--- config.mk ---
export PLATFORM = sky130hd
export DESIGN_NAME = alu_issue_stage
export DESIGN_NICKNAME = d
export VERILOG_FILES = /design/src/rtl/alu_issue_stage.sv
export SDC_FILE = /design/constraint.sdc
export NUM_CORES = 1
export LEC_CHECK = 0
export ABC_AREA = 0
export BUFFER_PORTS_ARGS = -buffer_cell sky130_fd_sc_hd__clkbuf_2
export CAP_MARGIN = 20
export CORE_MARGIN = 3
export CORE_UTILIZATION = 50
export CTS_BUF_LIST = sky130_fd_sc_hd__clkbuf_2 sky130_fd_sc_hd__clkbuf_4 sky130_fd_sc_hd__clkbuf_8
export DETAILED_ROUTE_END_ITERATION = 7
export PLACE_DENSITY = 0.82
export RECOVER_POWER = 25
export SLEW_MARGIN = 20
export SYNTH_ARGS = -nofsm -noshare
export SYNTH_HDL_FRONTEND = slang
export SYNTH_SLANG_ARGS = --single-unit
--- constraint.sdc ---
create_clock -name clk -period 1.4 [get_ports clk]
set_input_delay 0.28 -clock clk [delete_from_list [all_inputs] [get_ports clk]]
set_output_delay 0.28 -clock clk [all_outputs]
set_load 0.05 [all_outputs]
--- src/rtl/alu_issue_stage.sv ---
// Issue/writeback stage in front of a combinational ALU.
// Holds one instruction in an EX slot, drives the ALU operands and controls
// from the slot, and commits the ALU result and C/Z flags on the output handshake.
module alu_issue_stage #(
  parameter int WIDTH = 8,
  parameter int NREGS = 4,
  localparam int RA   = $clog2(NREGS)
) (
  input  logic             clk,
  input  logic             rst_n,
  input  logic             in_valid,
  output logic             in_ready,
  input  logic [2:0]       in_op,
  input  logic [RA-1:0]    in_rd,
  input  logic [RA-1:0]    in_rs,
  input  logic             in_use_imm,
  input  logic [WIDTH-1:0] in_imm,
  output logic             out_valid,
  input  logic             out_ready,
  output logic [WIDTH-1:0] out_data,
  output logic [RA-1:0]    out_rd,
  output logic             flag_c,
  output logic             flag_z,
  output logic [WIDTH-1:0] alu_a,
  output logic [WIDTH-1:0] alu_b,
  output logic             alu_ci,
  output logic             alu_nb,
  output logic             alu_ic,
  output logic             alu_na,
  output logic             alu_xo,
  output logic             alu_no,
  output logic             alu_rot,
  input  logic [WIDTH-1:0] alu_o,
  input  logic             alu_cf
);

  localparam logic [2:0] OP_ADD = 3'd0, OP_ADC = 3'd1, OP_SUB = 3'd2, OP_AND = 3'd3,
                         OP_OR  = 3'd4, OP_XOR = 3'd5, OP_ROT = 3'd6, OP_MOV = 3'd7;

  typedef enum logic {IDLE, EXEC} state_t;

  state_t                       state;
  logic [2:0]                   s_op;
  logic [RA-1:0]                s_rd, s_rs;
  logic                         s_use_imm;
  logic [WIDTH-1:0]             s_imm;
  logic [NREGS-1:0][WIDTH-1:0]  regs;
  logic                         in_fire, out_fire;

  assign out_valid = (state == EXEC);
  assign in_ready  = ~out_valid | out_ready;
  assign in_fire   = in_valid & in_ready;
  assign out_fire  = out_valid & out_ready;
  assign out_data  = alu_o;
  assign out_rd    = s_rd;

  // Slot FSM: refill on accept, drain to IDLE when the result leaves with no new op
  always_ff @(posedge clk or negedge rst_n) begin
    if (!rst_n) begin
      state     <= IDLE;
      s_op      <= OP_ADD;
      s_rd      <= '0;
      s_rs      <= '0;
      s_use_imm <= 1'b0;
      s_imm     <= '0;
    end else if (in_fire) begin
      state     <= EXEC;
      s_op      <= in_op;
      s_rd      <= in_rd;
      s_rs      <= in_rs;
      s_use_imm <= in_use_imm;
      s_imm     <= in_imm;
    end else if (out_fire) begin
      state     <= IDLE;
    end
  end

  // Writeback of result and flags; carry only tracks the arithmetic ops
  always_ff @(posedge clk or negedge rst_n) begin
    if (!rst_n) begin
      regs   <= '0;
      flag_c <= 1'b0;
      flag_z <= 1'b0;
    end else if (out_fire) begin
      regs[s_rd] <= alu_o;
      flag_z     <= (alu_o == '0);
      if (s_op == OP_ADD || s_op == OP_ADC || s_op == OP_SUB)
        flag_c <= alu_cf;
    end
  end

  // Operand read and opcode decode; everything quiet while the slot is empty
  always_comb begin
    alu_a   = '0;
    alu_b   = '0;
    alu_ci  = 1'b0;
    alu_nb  = 1'b0;
    alu_ic  = 1'b0;
    alu_na  = 1'b0;
    alu_xo  = 1'b0;
    alu_no  = 1'b0;
    alu_rot = 1'b0;
    if (state == EXEC) begin
      alu_a = (s_op == OP_MOV) ? '0 : regs[s_rd];
      alu_b = s_use_imm ? s_imm : regs[s_rs];
      case (s_op)
        OP_ADD: ;
        OP_ADC: alu_ci = flag_c;
        OP_SUB: begin alu_ci = 1'b1; alu_nb = 1'b1; end
        OP_AND: begin alu_nb = 1'b1; alu_ic = 1'b1; alu_na = 1'b1; alu_xo = 1'b1; alu_no = 1'b1; end
        OP_OR:  begin alu_ic = 1'b1; alu_xo = 1'b1; end
        OP_XOR: alu_ic = 1'b1;
        OP_ROT: alu_rot = 1'b1;
        OP_MOV: alu_ic = 1'b1;
        default: ;
      endcase
    end
  end

endmodule
==> results of run 1 <==
## timing repair
item,CTS,global route
setup endpoints to repair,75,76
hold buffers,1,0
cloned,1,0
buffers inserted,15,6
gates resized for setup,97,20
pin swaps,15,5
hold endpoints to repair,9,0
## path summary, 6_finish.rpt
path / start / end / slack (ps) / cells after the start
worst max-delay path: out_rd[0]$_DFFE_PN0P_ / alu_a[3] / -660 / 4
worst min-delay path: in_imm[7] / s_imm[7]$_DFFE_PN0P_ / 200 / 2
worst max register to register: out_valid$_DFFE_PN0P_ / regs[1]$_DFFE_PN0P_ / -270 / 6
worst min register to register: s_imm[4]$_DFFE_PN0P_ / s_imm[4]$_DFFE_PN0P_ / 540 / 1
max in group asynchronous: rst_n / s_op[2]$_DFFE_PN0P_ / -10 / 4
min in group asynchronous: rst_n / regs[28]$_DFFE_PN0P_ / 500 / 2
## worst max-delay path, cell delays in order, from the launching register on
cell and delay, ps:
dfrtp_2 430, buf_6 140, mux4_2 520, and3_4 210, clkbuf_16 170
## metrics by stage
stage / setup slack (ps) / instances
4_1_cts: -591 / 387
3_3_place_gp: -389 / 363
3_5_place_dp: -419 / 363
2_1_floorplan: -690 / 197
6_report: -662 / 389
5_1_grt: -709 / 389
## Yosys cell counts, types with 2 or more instances
| library cell | n | area (um2) |
|---|---|---|
| nand3_1 | 3 | 15.0 |
| nand2b_1 | 4 | 25.0 |
| nand4b_2 | 2 | 30.0 |
| a21boi_0 | 2 | 15.0 |
| mux2i_1 | 16 | 160 |
| o221ai_1 | 8 | 70.1 |
| mux4_2 | 6 | 135 |
| mux4_1 | 2 | 52.6 |
| mux2_2 | 48 | 541 |
| and3_1 | 8 | 50.1 |
| nor2_1 | 2 | 7.51 |
| clkbuf_1 | 3 | 11.3 |
| buf_2 | 2 | 10.0 |
| nand2_1 | 10 | 37.5 |
| nand2_2 | 2 | 12.5 |
| buf_4 | 13 | 97.6 |
| nor4_1 | 2 | 12.5 |
| dfrtp_1 | 51 | 1280 |
## cell type report
class / count / area, um2
Tap cell: 67 / 83.8
Multi-Input combinational cell: 126 / 1620
Inverter: 1 / 6.26
Fill cell: 145 / 357
Sequential cell: 51 / 1280
Clock buffer: 7 / 83.8
Timing Repair Buffer: 137 / 1510
## report_power, final
part	internal, W	leakage, nW	switching [W]
clock	0.000386	0.0452	0.000519
sequential	0.00193	0.602	0.000442
combinational	0.00249	1.42	0.00230
## sequential cells by signal, indices dropped and copies added, names as in the netlist
signal	count
regs	32
s_imm	8
s_op	3
out_rd	2
s_rs	2
flag_c	1
flag_z	1
out_valid	1
s_use_imm	1
## kinds of logic (layout without fill, tap and decap cells)
family,Yosys count,in the layout
mux,73,73
simple gates,41,41
compound gates,12,12
flops,51,51
buf+inv,20,145
## per-layer routing
layer  share of wire (%)  track usage (%)
met1                  35             38.8
met2                  51             61.5
met3                 8.6             8.50
met4                 5.3             11.7
met5                   0                0
==> results.md, run 1 <==
* Ys Warns at 0
* Commonest non-fill, non-tap cell in the layout: dfrtp_1
* Chip Width at 79.1 um
* Failing checks: negative setup slack
* Io pins at 66
* Drt initial violations at 352
* Period minus WS final at 2060 ps
* Setup Skew at 18.4 ps
* Vias at 2,568
* Clk Latency, worst-skew pair at 320 ps
* CTS Buf Count at 5
* Slew Limit Fails at 0
* Htree depth at 2
* Mapped Cells at 197
* Most frequent cells in the layout: 48 x dfrtp_1, 41 x mux2_2, 39 x buf_4, 36 x clkbuf_2, 22 x buf_6
* Worst vdd ir at 1.33 mV
* Die area at 6260 um2
* Design Area, Final at 4590 um2
* CTS tree: built
* Post-synth ARST share at 100%
* Port bufs at 65
* Rows at 25
* Net Count, Synth at 226
* Total track usage at 34.0%
* F_max at 485 MHz
* Remaining Overflow, GRT at 0
* Post-DRT Antenna Nets at 0
* Max FO, Critical Path at 3
* Fin worst setup slack at -662 ps
* Antenna violations before repair at 0
* Leak at 2.07 nW
* Crit start category: register
* Root Driver: clkbuf_8
* GPL Wtd Cong at 0.876
* Max Buffers Root-to-Sink at 2
* Layout area overhead at 71.5%
* Worst EP required at 1120 ps
* Antenna cell count at 0
* Area of the core at 4940 um2
* Combinational family with the most area after synthesis: multiplexers
* HP Class: in -> reg
* Unrepaired setup endpoints after global routing: true
* Syn_area_per_cell at 13.6 um2
* Post-synthesis sequential area ratio at 47.7%
* Vias per inst at 6.60
* Final critical-path share of the clock period at 147%
* Share of layout cells above drive strength 1 at 75.2%
* WL/cell at 30.7 um
* Dpl cell area at 3790 um2
* Netlist cell types at 31
* Area fraction in compound gates after synthesis at 3.56%
* Largest net degree at the start of global routing at 38
* Max-slew headroom at 56.2%
* Final setup viols at 80
* Multiplexer share of the synthesized area at 33.6%
* Power after layout at 0.00807 W
* Core Util, Final at 92.8%
* Top FF cell, synth: dfrtp_1
* Worst-margin pin slew at 657 ps
* Post-route DRC at 0
* WP data arrival at 1780 ps
* Synth Area in XOR/XNOR at 0%
* Crit. End Element: primary output
* Number of global-route vias before repair at 2,622
* Max cap viols at 0
* Fin Setup TNS at -19,080 ps
* Pre-antenna DRT Iters at 5
* Sink Count at 51
* FF+latch count, synth at 51
* Post-synthesis adder-cell area fraction at 0%
* Global-route wire length before repair at 15.3 mm
* Status: finished with violations
* Crit Path Category: reg -> out
* DIE HEIGHT at 79.1 um
* Final Hold Slack at 197 ps
* Post-synthesis simple-gate area fraction at 10.1%
* Initial Util at 54.1%
* Detailed Route WL at 11.9 mm
* Clock-pin slew on the worst setup and hold paths at 100 ps
* DP HPWL at 5.44 mm
* Nets at 351
* Final hold violations at 0
* Mapped cell area at 2670 um2
* EDFF count, synth at 0
* PwrDens at 1760 nW/um2
Note: power is estimated with default switching activity, not from simulation.
==> run 2: changes to the inputs <==
Settings changed: CORE_MARGIN 3 to not set, TNS_END_PERCENT set to 1.
==> results.md, run 2 (synthesis gave the netlist of run 1 again) <==
* Failing checks: negative setup slack (unchanged)
* Worst EP required at 1120 ps (about the same)
* NetSw at 0.00287 W (was 0.00326 W)
* Max Buffers Root-to-Sink at 2 (unchanged)
* Number of global-route vias before repair at 2,328 (was 2,622)
* Die area at 5640 um2 (was 6260 um2)
* Clk pwr share at 12.6% (was 11.2%)
* Hold endpoint: s_imm[4]$_DFFE_PN0P_ (was s_imm[7]$_DFFE_PN0P_)
* Max-slew headroom at 69.3% (was 56.2%)
* Total track usage at 30.3% (was 34.0%)
* Global-route wire length before repair at 12.2 mm (was 15.3 mm)
* Crit Path Category: reg -> out (unchanged)
* Crit path max-delay cell type: mux4_2 (unchanged)
* Chip Width at 75.1 um (was 79.1 um)
* Nets at 343 (was 351)
* Sink Count at 51 (unchanged)
* Layout area overhead at 62.0% (was 71.5%)
* Fin Setup TNS at -14,170 ps (was -19,080 ps)
* HP Class: in -> reg (unchanged)
* Antenna violations before repair at 0 (unchanged)
* Max cap viols at 0 (unchanged)
* Final hold violations at 0 (unchanged)
* Clock-pin slew on the worst setup and hold paths at 100 ps (about the same)
* Rows at 26 (was 25)
* Commonest non-fill, non-tap cell in the layout: dfrtp_1 (unchanged)
* Share of layout cells above drive strength 1 at 72.7% (was 75.2%)
* Design Area, Final at 4330 um2 (was 4590 um2)
* Slew Limit Fails at 0 (unchanged)
* Final Hold Slack at 182 ps (was 197 ps)
* Max FO, Critical Path at 5 (was 3)
* CP bufs+invs at 2 (unchanged)
* Top reg by flops: regs (unchanged)
* Crit. End Element: primary output (unchanged)
* Htree depth at 2 (unchanged)
* Sw Ratio at 38.3% (was 40.4%)
* Worst-margin pin slew at 461 ps (was 657 ps)
* Clk Latency, worst-skew pair at 320 ps (about the same)
* CP peak stage delay at 490 ps (was 520 ps)
* Pre-antenna DRT Iters at 4 (was 5)
* Area of the core at 5140 um2 (was 4940 um2)
* CTS tree: built (unchanged)
* Top delay family on crit path: multiplexers (unchanged)
* Max reg flops at 32 (unchanged)
* Post-route DRC at 0 (unchanged)
* Top flop regs: regs x32, s_imm x8, s_op x3 (unchanged)
* WL/cell at 21.7 um (was 30.7 um)
* DIE HEIGHT at 75.1 um (was 79.1 um)
* Root Driver: clkbuf_8 (unchanged)
* Fin worst setup slack at -618 ps (was -662 ps)
* P_int at 0.00462 W (was 0.00480 W)
* CP cell instances: clkbuf_16 -> mux4_2 -> and3_4 -> buf_8 (was buf_6 -> mux4_2 -> and3_4 -> clkbuf_16)
* Path depth of the worst reg2reg path at 4 (was 6)
* Remaining Overflow, GRT at 0 (unchanged)
* Antenna cell count at 0 (unchanged)
* CTS Buf Count at 5 (unchanged)
* Combinational fraction of design power at 57.1% (was 59.4%)
* R2r startpoint: out_rd[1]$_DFFE_PN0P_ (was out_valid$_DFFE_PN0P_)
* HP Start: in_imm[4] (was in_imm[7])
* Detailed Route WL at 8.35 mm (was 11.9 mm)
* Leak at 1.99 nW (was 2.07 nW)
* WP data arrival at 1740 ps (was 1780 ps)
* Worst vdd ir at 1.50 mV (was 1.33 mV)
* F_max at 495 MHz (was 485 MHz)
* Fillers at 241 (was 145)
* Initial Util at 52.0% (was 54.1%)
* Dpl cell area at 3800 um2 (was 3790 um2)
* Crit start category: register (unchanged)
* Most frequent cells in the layout: 47 x dfrtp_1, 43 x buf_4, 38 x clkbuf_2, 35 x mux2_2, 18 x buf_12 (was 48 x dfrtp_1, 41 x mux2_2, 39 x buf_4, 36 x clkbuf_2, 22 x buf_6)
* Reg2reg setup slack at -190 ps (was -270 ps)
* Period minus WS final at 2020 ps (was 2060 ps)
* Status: finished with violations (unchanged)
* Port bufs at 65 (unchanged)
* Final setup viols at 58 (was 80)
* Unrepaired setup endpoints after global routing: true (unchanged)
* Vias per inst at 5.90 (was 6.60)
* Drt initial violations at 125 (was 352)
* PwrDens at 1730 nW/um2 (was 1760 nW/um2)
* Post-DRT Antenna Nets at 0 (unchanged)
* Io pins at 66 (unchanged)
* Vias at 2,273 (was 2,568)
* Setup Skew at 13.8 ps (was 18.4 ps)
* DP HPWL at 5.08 mm (was 5.44 mm)
* Largest net degree at the start of global routing at 25 (was 38)
* Power after layout at 0.00750 W (was 0.00807 W)
* Hold Path Cell Cnt at 2 (unchanged)
* Final critical-path share of the clock period at 144% (was 147%)
* RR Endpoint: regs[3]$_DFFE_PN0P_ (was regs[1]$_DFFE_PN0P_)
* GPL Wtd Cong at 0.777 (was 0.876)
* Flop pwr share at 30.3% (was 29.4%)
[run 2: worst register-to-register path, delay by kind of cell, from the launching register on]
kind / cells / cell delay (ps)
buffers and inverters: 2 / 380
muxes: 1 / 300
DFF: 1 / 550
and+or+nand+nor: 1 / 270
[run 2: power groups by stage]
stage	registers, W	clock network, W	logic (W)
4_1_cts	0.00223	0.000930	0.00402
5_1_grt	0.00231	0.000993	0.00448
3_3_place_gp	0.00220	0	0.00350
2_1_floorplan	0.00226	0	0.00209
6_report	0.00227	0.000942	0.00428
3_5_place_dp	0.00224	0	0.00360
[run 2: routing by layer]
metal	part of all wire, %	vias to the layer above	routed length [um]	global-route usage [%]
li1	-	968	-	-
met1	41	1188	3410	40.4
met2	51	97	4270	48.6
met3	5.5	20	458	6.29
met4	2.5	0	212	12.2
met5	0	-	0	0
[run 2: worst max path at each step]
stage | from | end | slack, ps | cells after the start
finish | out_rd[0]$_DFFE_PN0P_ | alu_a[0] | -620 | 4
global route | out_rd[0]$_DFFE_PN0P_ | alu_a[0] | -670 | 4
CTS | out_rd[0]$_DFFE_PN0P_ | alu_a[4] | -640 | 4
detailed placement | out_rd[0]$_DFFE_PN0P_ | alu_a[1] | -400 | 4
global placement | out_rd[0]$_DFFE_PN0P_ | alu_a[5] | -370 | 4
floorplan | out_valid$_DFFE_PN0P_ | alu_b[0] | -740 | 3
[run 2: cell type report]
class	instances	area (um2)	share of cell area, %
sequential	51	1280	29.6
inverter	1	3.75	0.0867
clock inverter	2	16.3	0.376
multi-input combinational	126	1570	36.2
clock buffer	6	82.6	1.91
tap	70	87.6	2.02
timing repair buffer	129	1290	29.8
[run 2: per-stage QoR]
stage               setup WS [ps]  util (%)  std cells
floorplan                    -740         -        197
global placement             -371      74.0        374
detailed placement           -400      74.0        374
CTS                          -642      82.1        384
global route                 -665      84.3        385
finish                       -618      84.3        385
[run 2: what timing repair did]
item	CTS	global route
hold buffers	1	0
pin swaps	8	10
resized for setup	72	32
endpoints found under the setup margin	58	59
setup buffers	1	0
hold endpoints to repair	13	0
gates cloned	0	1
==> run 3: changes to the inputs <==
--- a/config.mk
+++ b/config.mk
@@ -9,3 +9,2 @@
 export BUFFER_PORTS_ARGS = -buffer_cell sky130_fd_sc_hd__clkbuf_2
-export CAP_MARGIN = 20
 export CORE_UTILIZATION = 50
--- a/constraint.sdc
+++ b/constraint.sdc
@@ -3,2 +3,2 @@
 set_output_delay 0.28 -clock clk [all_outputs]
-set_load 0.05 [all_outputs]
+set_load 0.005 [all_outputs]
==> results.md, run 3 (synthesis gave the netlist of run 1 again) <==
* Status: finished with violations (unchanged)
* Failing checks: negative setup slack (unchanged)
* Unrepaired setup endpoints after global routing: true (unchanged)
* GPL Wtd Cong at 0.854 (was 0.777)
* Final hold violations at 0 (unchanged)
* Nets at 339 (was 343)
* Area of the core at 5140 um2 (unchanged)
* Core Util, Final at 74.3% (was 84.3%)
* Crit. End Element: primary output (unchanged)
* Period minus WS final at 1980 ps (was 2020 ps)
* Max reg flops at 32 (unchanged)
* Max Buffers Root-to-Sink at 2 (unchanged)
* Final critical-path share of the clock period at 142% (was 144%)
* Sink Count at 51 (unchanged)
* P_int at 0.00406 W (was 0.00462 W)
* WL/cell at 18.8 um (was 21.7 um)
* Share of layout cells above drive strength 1 at 67.5% (was 72.7%)
* Global-route wire length before repair at 11.1 mm (was 12.2 mm)
* Layout area overhead at 42.8% (was 62.0%)
* DP HPWL at 4.75 mm (was 5.08 mm)
* Flop pwr share at 38.3% (was 30.3%)
* CP peak stage delay at 490 ps (about the same)
* Design Area, Final at 3820 um2 (was 4330 um2)
* Crit start category: register (unchanged)
* Setup Skew at 7.21 ps (was 13.8 ps)
* Max-slew headroom at 66.5% (was 69.3%)
* Worst-margin pin slew at 503 ps (was 461 ps)
* Clk pwr share at 16.1% (was 12.6%)
* Remaining Overflow, GRT at 0 (unchanged)
* Clk Latency, worst-skew pair at 310 ps (was 320 ps)
* Fin worst setup slack at -583 ps (was -618 ps)
* Clock-pin slew on the worst setup and hold paths at 90 ps (was 100 ps)
* Max FO, Critical Path at 5 (unchanged)
* Slew Limit Fails at 0 (unchanged)
* Pre-antenna DRT Iters at 4 (unchanged)
* Largest net degree at the start of global routing at 22 (was 25)
* HP Class: in -> reg (unchanged)
* Most frequent cells in the layout: 51 x clkbuf_2, 50 x dfrtp_1, 45 x buf_4, 36 x mux2_2, 16 x mux2i_1 (was 47 x dfrtp_1, 43 x buf_4, 38 x clkbuf_2, 35 x mux2_2, 18 x buf_12)
* Top delay family on crit path: multiplexers (unchanged)
* Rows at 26 (unchanged)
* Antenna violations before repair at 0 (unchanged)
* CP cell instances: buf_6 -> mux4_2 -> and3_4 -> clkbuf_2 (was clkbuf_16 -> mux4_2 -> and3_4 -> buf_8)
* DIE HEIGHT at 75.1 um (unchanged)
* Vias per inst at 5.55 (was 5.90)
* Post-DRT Antenna Nets at 0 (unchanged)
* Final setup viols at 57 (was 58)
* CP bufs+invs at 2 (unchanged)
* PwrDens at 1520 nW/um2 (was 1730 nW/um2)
* Detailed Route WL at 7.18 mm (was 8.35 mm)
* Crit Path Category: reg -> out (unchanged)
* F_max at 504 MHz (was 495 MHz)
* Commonest non-fill, non-tap cell in the layout: clkbuf_2 (was dfrtp_1)
* Worst setup path startpoint: out_rd[0]$_DFFE_PN0P_ (unchanged)
* CTS Buf Count at 5 (unchanged)
* Fin Setup TNS at -12,770 ps (was -14,170 ps)
* Die area at 5640 um2 (unchanged)
* Io pins at 66 (unchanged)
* Dpl cell area at 3460 um2 (was 3800 um2)
* Htree depth at 2 (unchanged)
* Worst EP required at 1120 ps (about the same)
* WP data arrival at 1700 ps (was 1740 ps)
* Crit path max-delay cell type: mux4_2 (unchanged)
* Sw Ratio at 30.2% (was 38.3%)
* Root Driver: clkbuf_8 (unchanged)
* Max cap viols at 0 (unchanged)
* Port bufs at 65 (unchanged)
* Top flop regs: regs x32, s_imm x8, s_op x3 (unchanged)
* Number of global-route vias before repair at 2,164 (was 2,328)
* Initial Util at 52.0% (unchanged)
* Worst vdd ir at 1.13 mV (was 1.50 mV)
* Total track usage at 28.0% (was 30.3%)
* Drt initial violations at 119 (was 125)
* NetSw at 0.00175 W (was 0.00287 W)
* Combinational fraction of design power at 45.6% (was 57.1%)
* Post-route DRC at 0 (unchanged)
* Top reg by flops: regs (unchanged)
* Final Hold Slack at 195 ps (was 182 ps)
* Vias at 2,114 (was 2,273)
* R2r startpoint: out_rd[0]$_DFFE_PN0P_ (was out_rd[1]$_DFFE_PN0P_)
* Leak at 1.84 nW (was 1.99 nW)
* HP Start: in_op[0] (was in_imm[4])
* Chip Width at 75.1 um (unchanged)
* Pre-CTS setup slack at -396 ps (was -400 ps)
* CTS tree: built (unchanged)
* Antenna cell count at 0 (unchanged)
[run 3: area by class of cell]
type / instances / area [um2]
sequential: 51 / 1280
clock buffer: 8 / 104
inverter: 1 / 3.75
tap: 70 / 87.6
multi-input combinational: 126 / 1450
timing repair buffer: 125 / 892
fill: 358 / 1320
[run 3: path summary, 6_finish.rpt]
check                                        end  slack [ps]  cells after the start
min in group asynchronous  out_rd[0]$_DFFE_PN0P_         460                      2
max in group asynchronous    s_rs[1]$_DFFE_PN0P_         470                      3
hold reg to reg               flag_z$_DFFE_PN0P_         490                      2
setup reg to reg             regs[7]$_DFFE_PN0P_        -170                      4
hold / removal               s_op[0]$_DFFE_PN0P_         200                      2
setup / recovery                        alu_a[6]        -580                      4
[run 3: power groups by stage]
stage / combinational [W] / sequential, W / clock (W)
2_1_floorplan: 0.00119 / 0.00219 / 0
3_3_place_gp: 0.00221 / 0.00220 / 0
3_5_place_dp: 0.00228 / 0.00224 / 0
4_1_cts: 0.00254 / 0.00220 / 0.000957
5_1_grt: 0.00285 / 0.00227 / 0.00103
6_report: 0.00265 / 0.00222 / 0.000938
[run 3: per-layer routing]
layer  vias to the layer above  routed length, um  GRT usage [%]
met3                        15                269           4.42
met2                        65               3810           51.2
met5                         -                  0              0
met4                         0                159           10.1
met1                      1070               2930           33.3
li1                        964                  -              -
[run 3: metrics by stage]
stage               total power, W  cells
detailed placement         0.00452    368
CTS                        0.00569    381
global route               0.00615    381
finish                     0.00581    381
floorplan                  0.00338    197
global placement           0.00441    368
[run 3: timing repair]
action,in CTS,in global routing
resized for setup,37,23
pin swaps,7,0
hold buffers,1,0
setup endpoints to repair,73,73
setup buffers,4,0
endpoints found under the hold margin,14,0
